**src/rtl/man_mul_iter.sv**
```systemverilog
// Iterative radix-2^RADIX_BITS mantissa multiplier with product normalisation and RNE decision.
// Build option: define MAN_MUL_ROUND_APPLY_EN to apply the rounding increment inside the block.
`timescale 1ns/1ps
module man_mul_iter #(
  parameter int SIZE_DATA  = 24,
  parameter int RADIX_BITS = 2
) (
  input  logic                 i_clk,
  input  logic                 i_rst_n,
  input  logic                 i_valid,
  output logic                 o_ready,
  input  logic [SIZE_DATA-1:0] i_data_a,
  input  logic [SIZE_DATA-1:0] i_data_b,
  output logic                 o_valid,
  input  logic                 i_ready,
  output logic [SIZE_DATA-1:0] o_data_mul,
  output logic                 o_over_flag,
  output logic                 o_rounding
);

  localparam int N  = SIZE_DATA;
  localparam int K  = SIZE_DATA / RADIX_BITS;
  localparam int CW = (K < 2) ? 1 : $clog2(K + 1);

  if (SIZE_DATA < 4 || (SIZE_DATA % RADIX_BITS) != 0 || RADIX_BITS < 1) begin : g_param_chk
    $error("man_mul_iter: SIZE_DATA must be >= 4 and divisible by RADIX_BITS");
  end

  typedef enum logic [1:0] {
    IDLE = 2'd0,
    BUSY = 2'd1,
    NORM = 2'd2,
    DONE = 2'd3
  } state_e;

  state_e            state_q;
  logic [2*N-1:0]    mcand_q;
  logic [N-1:0]      mplier_q;
  logic [2*N-1:0]    prod_q;
  logic [CW-1:0]     cnt_q;
  logic [N-1:0]      data_q;
  logic              ovf_q;
  logic              rnd_q;

  logic [2*N-1:0]    pp;
  logic [2*N-1:0]    prod_d;
  logic [N-1:0]      man;
  logic              guard;
  logic              sticky;
  logic              top_set;
  logic              inc;
  logic [N-1:0]      data_d;
  logic              ovf_d;
  logic              rnd_d;
`ifdef MAN_MUL_ROUND_APPLY_EN
  logic [N:0]        man_rnd;
`endif

  function automatic logic rne_inc(input logic lsb, input logic g, input logic s);
    return g & (s | lsb);
  endfunction

  // Partial product of the current radix digit: the multiplicand is pre-shifted
  // by the iteration weight, so only shifts by 0..RADIX_BITS-1 remain here.
  always_comb begin
    pp = '0;
    for (int j = 0; j < RADIX_BITS; j++) begin
      if (mplier_q[j]) pp = pp + (mcand_q << j);
    end
    prod_d = prod_q + pp;
  end

  // The leading one of a product of two normalised mantissas sits in bit 2N-1 or 2N-2.
  always_comb begin
    top_set = prod_q[2*N-1];
    if (top_set) begin
      man    = prod_q[2*N-1 -: N];
      guard  = prod_q[N-1];
      sticky = |prod_q[N-2:0];
    end else begin
      man    = prod_q[2*N-2 -: N];
      guard  = prod_q[N-2];
      sticky = |prod_q[N-3:0];
    end
    inc   = rne_inc(man[0], guard, sticky);
    rnd_d = inc;
`ifdef MAN_MUL_ROUND_APPLY_EN
    man_rnd = {1'b0, man} + {{N{1'b0}}, inc};
    if (man_rnd[N]) begin
      data_d = {1'b1, {(N-1){1'b0}}};
      ovf_d  = 1'b1;
    end else begin
      data_d = man_rnd[N-1:0];
      ovf_d  = top_set;
    end
`else
    data_d = man;
    ovf_d  = top_set;
`endif
  end

  always_ff @(posedge i_clk or negedge i_rst_n) begin
    if (!i_rst_n) begin
      state_q  <= IDLE;
      mcand_q  <= '0;
      mplier_q <= '0;
      prod_q   <= '0;
      cnt_q    <= '0;
      data_q   <= '0;
      ovf_q    <= 1'b0;
      rnd_q    <= 1'b0;
    end else begin
      case (state_q)
        IDLE: begin
          if (i_valid) begin
            mcand_q  <= {{N{1'b0}}, i_data_a};
            mplier_q <= i_data_b;
            prod_q   <= '0;
            cnt_q    <= '0;
            state_q  <= BUSY;
          end
        end
        BUSY: begin
          prod_q   <= prod_d;
          mcand_q  <= mcand_q << RADIX_BITS;
          mplier_q <= mplier_q >> RADIX_BITS;
          cnt_q    <= cnt_q + 1'b1;
          if (cnt_q == CW'(K - 1)) state_q <= NORM;
        end
        NORM: begin
          data_q  <= data_d;
          ovf_q   <= ovf_d;
          rnd_q   <= rnd_d;
          state_q <= DONE;
        end
        DONE: begin
          if (i_ready) state_q <= IDLE;
        end
        default: state_q <= IDLE;
      endcase
    end
  end

  assign o_ready     = (state_q == IDLE);
  assign o_valid     = (state_q == DONE);
  assign o_data_mul  = data_q;
  assign o_over_flag = ovf_q;
  assign o_rounding  = rnd_q;

endmodule

```
**config.mk**
```make
export PLATFORM = sky130hd
export DESIGN_NAME = man_mul_iter
export DESIGN_NICKNAME = d
export VERILOG_FILES = /design/src/rtl/man_mul_iter.sv
export SDC_FILE = /design/constraint.sdc
export NUM_CORES = 1
export LEC_CHECK = 0
export ABC_AREA = 0
export CAP_MARGIN = 20
export CORE_MARGIN = 5
export CORE_UTILIZATION = 40
export CTS_CLUSTER_DIAMETER = 150
export DETAILED_ROUTE_END_ITERATION = 16
export PLACE_DENSITY = 0.61
export SYNTH_ARGS = -nofsm -noshare
export SYNTH_HDL_FRONTEND = slang
export SYNTH_SLANG_ARGS = --single-unit
export TNS_END_PERCENT = 5
```
**constraint.sdc**
```tcl
create_clock -name i_clk -period 6.6 [get_ports i_clk]
set_input_delay 0.66 -clock i_clk [delete_from_list [all_inputs] [get_ports i_clk]]
set_output_delay 0.66 -clock i_clk [all_outputs]
set_load 0.01 [all_outputs]
```
==> run metrics <==
number of global-route vias before repair around 11,000; Worst Path Class, Setup register to register; Worst Path Required a little under 7 ns; vias per cell roughly 5.7; reg2reg start mplier_q[0]$_DFFE_PN0P_; Final Max Slew Viols 0; overall power 7.210 mW; sequential power share roughly a quarter; crit path max fanout 29; Static Leak 6.315 nW; fill count 3,200; Seq cells post-synth 152; synth top area cells dfrtp_1, ha_1, a21oi_1, nand2_1, o21ai_0; CTS buffer count 17; Synth Cell Area roughly 0.013 mm^2; Yosys warnings 0; most instantiated cells after synthesis nand2_1, a21oi_1, dfrtp_1; Tightest Pin Transition ~0.99 ns; num ports 80; crit path launch mplier_q[0]$_DFFE_PN0P_; DRT Pass-1 Iters 5; Non-Filler Cell Area, Final 0.01478 mm^2; status complete, no violations; Mapped Cells between 1,500 and 2,000; Hold Fails Final Rpt 0; Worst VDD drop ~0.27 mV; Logic pwr share between 60% and 70%; ant diodes 0; total global routing track utilization 18.83%; Post-DRT Antenna Nets 0; period utilization between 90% and 100%; clock-pin slew on the worst setup and hold paths 0.07 ns; setup TNS 0 ns; non-filler cells, final around 2,100; register area share after synthesis 28.86%; Slew HR 33.76%; H-Tree Depth 4; critical path, cell by cell buf_4 -> nand2_1 -> inv_1 -> ha_1 -> a21o_1 -> o21ai_0 -> o21ai_0 -> a222oi_1 -> o21ai_1 -> a31oi_2 -> xnor2_1 -> mux2_2 -> ha_1 -> nand3_1 -> nor3_1 -> nand4_1 -> a211o_1 -> a31oi_2 -> a21oi_1 -> o21ai_0 -> xor2_1 -> xnor2_1 -> a21oi_1 -> o22ai_1; synthesis-to-finish area growth 12.15%; Initial Util roughly two fifths; layout cells sized above 1 7.394%; HP Class input port to async pin; Max clock buf depth 2; CP Buf/Inv Count 2; dpl cells 2,033; Worst-Skew Late Latency between 0.4 and 0.5 ns; hold_buf cts 0; Tmin final ~6 ns; Pwr per Cell Area a little under 500 mW/mm^2; top-area cell type share of the netlist area a little under 30%; switching share of power around 49%; DR vias approximately 12,000; Root Buffer clkbuf_16; CP endpoint kind register; main flop type after synthesis dfrtp_1; critical path data arrival time roughly 6.3 ns; initial antenna violation count 0; first-pass GRT wire length between 50 and 60 mm; CTS tree built; placed instance area 0.01419 mm^2; synthesized area per cell 8.181 um^2; DIE AREA around 0.037 mm^2; pin count of the biggest net entering global routing 86; Post-synth ARST share 100.0%; Die X 191.5 um; WL final roughly 34 mm; Post-CTS Setup Bufs 0; Slowest-stage cell, CP dfrtp_2; largest area contributor in the netlist dfrtp_1; post-DP HPWL between 20 and 25 mm; Core Box Area 0.03254 mm^2; CTS resizes 0; RSZ-0062 raised after global routing no; clk sinks roughly 150; die extent in y around 190 um; syn nets 1,745; most used cell, CP o21ai_0; fmax about 170 MHz; slowest cell delay on critical path around 0.46 ns; top-count cell post-synth nand2_1; Pint 3.662 mW; EDFF count, synth 0; NetSw 3.548 mW; Worst Setup Start Kind register; fin nets 1,744; Placement Rows 66; clock share of power 14.1%; number of max-cap violations 0; Worst Skew between 0.01 and 0.015 ns; Initial DRC Count about 780; DRC 0; grt ovf 0; Port Buffers just under 80; Synth cell types just under 90; Avg WL per Cell 16.60 um; CP top delay family compound AO/OA/AOI/OAI gates; gpl congestion around 0.92; # setup viols final 0
state kept, by name, indices dropped and copies added (netlist names):
| name | flops |
|---|---|
| o_over_flag | 1 |
| mplier_q | 24 |
| cnt_q | 4 |
| o_rounding | 1 |
| o_data_mul | 24 |
| state_q | 2 |
| mcand_q | 48 |
| prod_q | 48 |
cells in the final DEF, fill, tap and decap left out, types with 17 or more instances in the layout:
cell | Yosys | layout
nand2_1 | 198 | 198
a21oi_1 | 158 | 158
dfrtp_1 | 152 | 150
o21ai_0 | 140 | 139
clkdlybuf4s50_1 | 0 | 78
nor2_1 | 77 | 77
ha_1 | 80 | 77
mux2i_1 | 56 | 56
inv_1 | 54 | 54
o22ai_1 | 53 | 53
xnor2_1 | 51 | 51
xor2_1 | 47 | 47
mux2_2 | 42 | 42
a21o_1 | 40 | 40
a22o_1 | 32 | 32
and2_1 | 25 | 25
nand3_1 | 24 | 24
nor3_1 | 23 | 23
nand4_1 | 19 | 19
o21bai_1 | 17 | 17
clkbuf_16 | 0 | 17
through the flow:
stage                     worst slack (ns)  hold slack (ns)  util [%]
after floorplan                     0.2456           0.3644         -
after global placement              0.9708           0.4916     43.52
after detailed placement            0.7370           0.5015     43.60
after CTS                           0.7005           0.3096     45.43
after global routing                0.2067           0.3541     45.43
final                               0.6586           0.2733     45.43
layer usage:
metal / vias up / track usage [%] / part of all wire, %
li1: 5908 / - / -
met1: 5574 / 28.69 / 52
met2: 275 / 28.23 / 43
met3: 25 / 3.159 / 4.8
met4: 0 / 3.398 / 0.94
met5: - / 0 / 0
path summary, 6_finish.rpt:
check / to / slack, ns / depth (start not counted)
setup / recovery: prod_q[47]$_DFFE_PN0P_ / 0.66 / 24
hold / removal: prod_q[7]$_DFFE_PN0P_ / 0.27 / 1
setup reg to reg: prod_q[47]$_DFFE_PN0P_ / 0.66 / 24
hold reg to reg: o_over_flag$_DFFE_PN0P_ / 0.51 / 1
max in group asynchronous: mplier_q[1]$_DFFE_PN0P_ / 4.87 / 2
min in group i_clk: o_over_flag$_DFFE_PN0P_ / 0.51 / 1
cell families after synthesis:
logic type / after synthesis / share of synthesized area (%)
AO/OA/AOI/OAI: 575 / 28.12
AND/OR/NAND/NOR: 438 / 15.50
buffers and inverters: 168 / 5.269
flip-flops: 152 / 28.86
XOR/XNOR: 98 / 6.512
multiplexers: 98 / 7.841
adder cells (fa/ha/maj): 82 / 7.898
power groups by stage:
stage               Sequential [mW]  Combinational, mW  Clock [mW]
floorplan                      1.53               3.56           0
global placement               1.83               4.25           0
detailed placement             1.85               4.34           0
CTS                            1.83               4.36        1.04
global route                   1.91               4.89        1.08
finish                         1.83               4.36        1.02
area by class of cell:
class | count | area, um^2 | share of cell area [%]
clock inverter | 14 | 165.2 | 1.117
tap | 442 | 553.0 | 3.741
multi-input combinational | 1291 | 8701 | 58.86
clock buffer | 18 | 429.2 | 2.903
timing repair buffer | 94 | 924.6 | 6.255
inverter | 54 | 202.7 | 1.371
sequential | 152 | 3806 | 25.75
No activity file was read; power rests on OpenSTA's default activity.
==> edit, RTL diff (config.mk and constraints unchanged) <==
The option `MAN_MUL_ROUND_APPLY_EN` is turned on by a define.
--- a/src/rtl/man_mul_iter.sv
+++ b/src/rtl/man_mul_iter.sv
@@ -2,4 +2,6 @@
 // Build option: define MAN_MUL_ROUND_APPLY_EN to apply the rounding increment inside the block.
 `timescale 1ns/1ps
+`define MAN_MUL_ROUND_APPLY_EN
+
 module man_mul_iter #(
   parameter int SIZE_DATA  = 24,
Formal check against the unedited RTL: same outputs for any inputs over 10 cycles, from zero or initial values and one cycle with i_rst_n low; that may be too few to reach the edited logic, so the function may still have changed.
==> edit against the original RTL <==
  * Worst hold slack worse by 0.012 ns
  * Clock skew down 0.00063 ns
  * Sequential power down 5%
  * Power about the same
  * Synthesized cell count up 10%
  * Wire length up 8.6%
  * Design area up 7.0%
  * Area after synthesis up 6.9%
  * First-iteration DRC count up 1.3%
  * Sequential cell count unchanged
  * Worst setup slack worse by 0.18 ns
==> edit: results (changes against the original RTL) <==
status=completed (unchanged); Routed met3 length=2000 um (was 1637 um); HPWL Detailed=27270 um (was 24560 um); largest net degree at the start of global routing=117 (was 86); drt via density=5.731 (was 5.706); Signal buf overhead=0.06318 (was 0.06255); CP delay by family, top=compound AO/OA/AOI/OAI gates (unchanged); GR Util met2=0.2925 (was 0.2823); GR Util met1=0.2774 (was 0.2869); Setup WS pre-CTS=0.3980 ns (was 0.7370 ns); clkbuf count=17 (was 18); multiplexer share of the synthesized area=0.06454 (was 0.07841); post-synth cell types=85 (was 87); DR WL/cell=16.64 um (was 16.60 um); area occupied by multi-input gates=9550 sq um (was 8701 sq um); flop-to-flop setup slack=0.48 ns (was 0.66 ns); Synth Area in Compound Gates=0.2702 (was 0.2812); routability-driven placement congestion ratio=0.9039 (was 0.9241); placed cell area=15130 sq um (was 14190 sq um); DRT iter0 DRCs=789 (was 779); post-synthesis xor/xnor area fraction=0.07768 (was 0.06512); vias=12820 (was 11782); met1 WL=18490 um (was 17690 um); clock-cell share of area=0.04017 (was 0.04021); commonest cells in the netlist=nand2_1 (241), o21ai_0 (172), dfrtp_1 (152), a21oi_1 (122), clkbuf_1 (105) (was nand2_1 (198), a21oi_1 (158), dfrtp_1 (152), o21ai_0 (140), ha_1 (80)); Synth Area in Adders=0.07706 (was 0.07898); largest cells by area after synthesis=dfrtp_1 (27%), ha_1 (7.3%), nand2_1 (6.4%) (was dfrtp_1 (29%), ha_1 (7.6%), a21oi_1 (6.0%)); crit path max-delay cell type=or4_1 (was dfrtp_2); Mapped Nets=1911 (was 1745); FILL cells=3306 (was 3200); Final Instance Area=15820 sq um (was 14780 sq um); vias in the first global route=12045 (was 11177); syn_area_per_cell=7.940 sq um (was 8.181 sq um); Register Area=3805 sq um (was 3806 sq um); Max FO, Critical Path=11 (was 29); register area share after synthesis=0.2699 (was 0.2886); Non-clk bufs=105 (was 94); Inverters=70 (was 54); chip width=197.7 um (was 191.5 um)
[edit: changes by cell type after synthesis, sizes merged, moves of 20 or more]
cell,change
clkbuf,+28
o21ai,+22
nand3,+20
a21oi,-33
nand2,+41
[edit: report_power, final]
group          internal, W  total [W]  switching, W  leakage [nW]
combinational      0.00177    0.00439       0.00263          4.54
sequential         0.00124    0.00173      0.000484          2.00
clock             0.000643    0.00109      0.000442         0.317
total              0.00365    0.00720       0.00355          6.85
[edit: how the worst max path moves through the flow]
stage                              to  slack, ns  cells after the start
2_1_floorplan  prod_q[47]$_DFFE_PN0P_       0.01                     28
3_5_place_dp   prod_q[47]$_DFFE_PN0P_       0.40                     23
4_1_cts        prod_q[47]$_DFFE_PN0P_       0.38                     23
3_3_place_gp   prod_q[47]$_DFFE_PN0P_       0.51                     23
6_report       prod_q[47]$_DFFE_PN0P_       0.48                     23
5_1_grt        prod_q[47]$_DFFE_PN0P_       0.07                     24
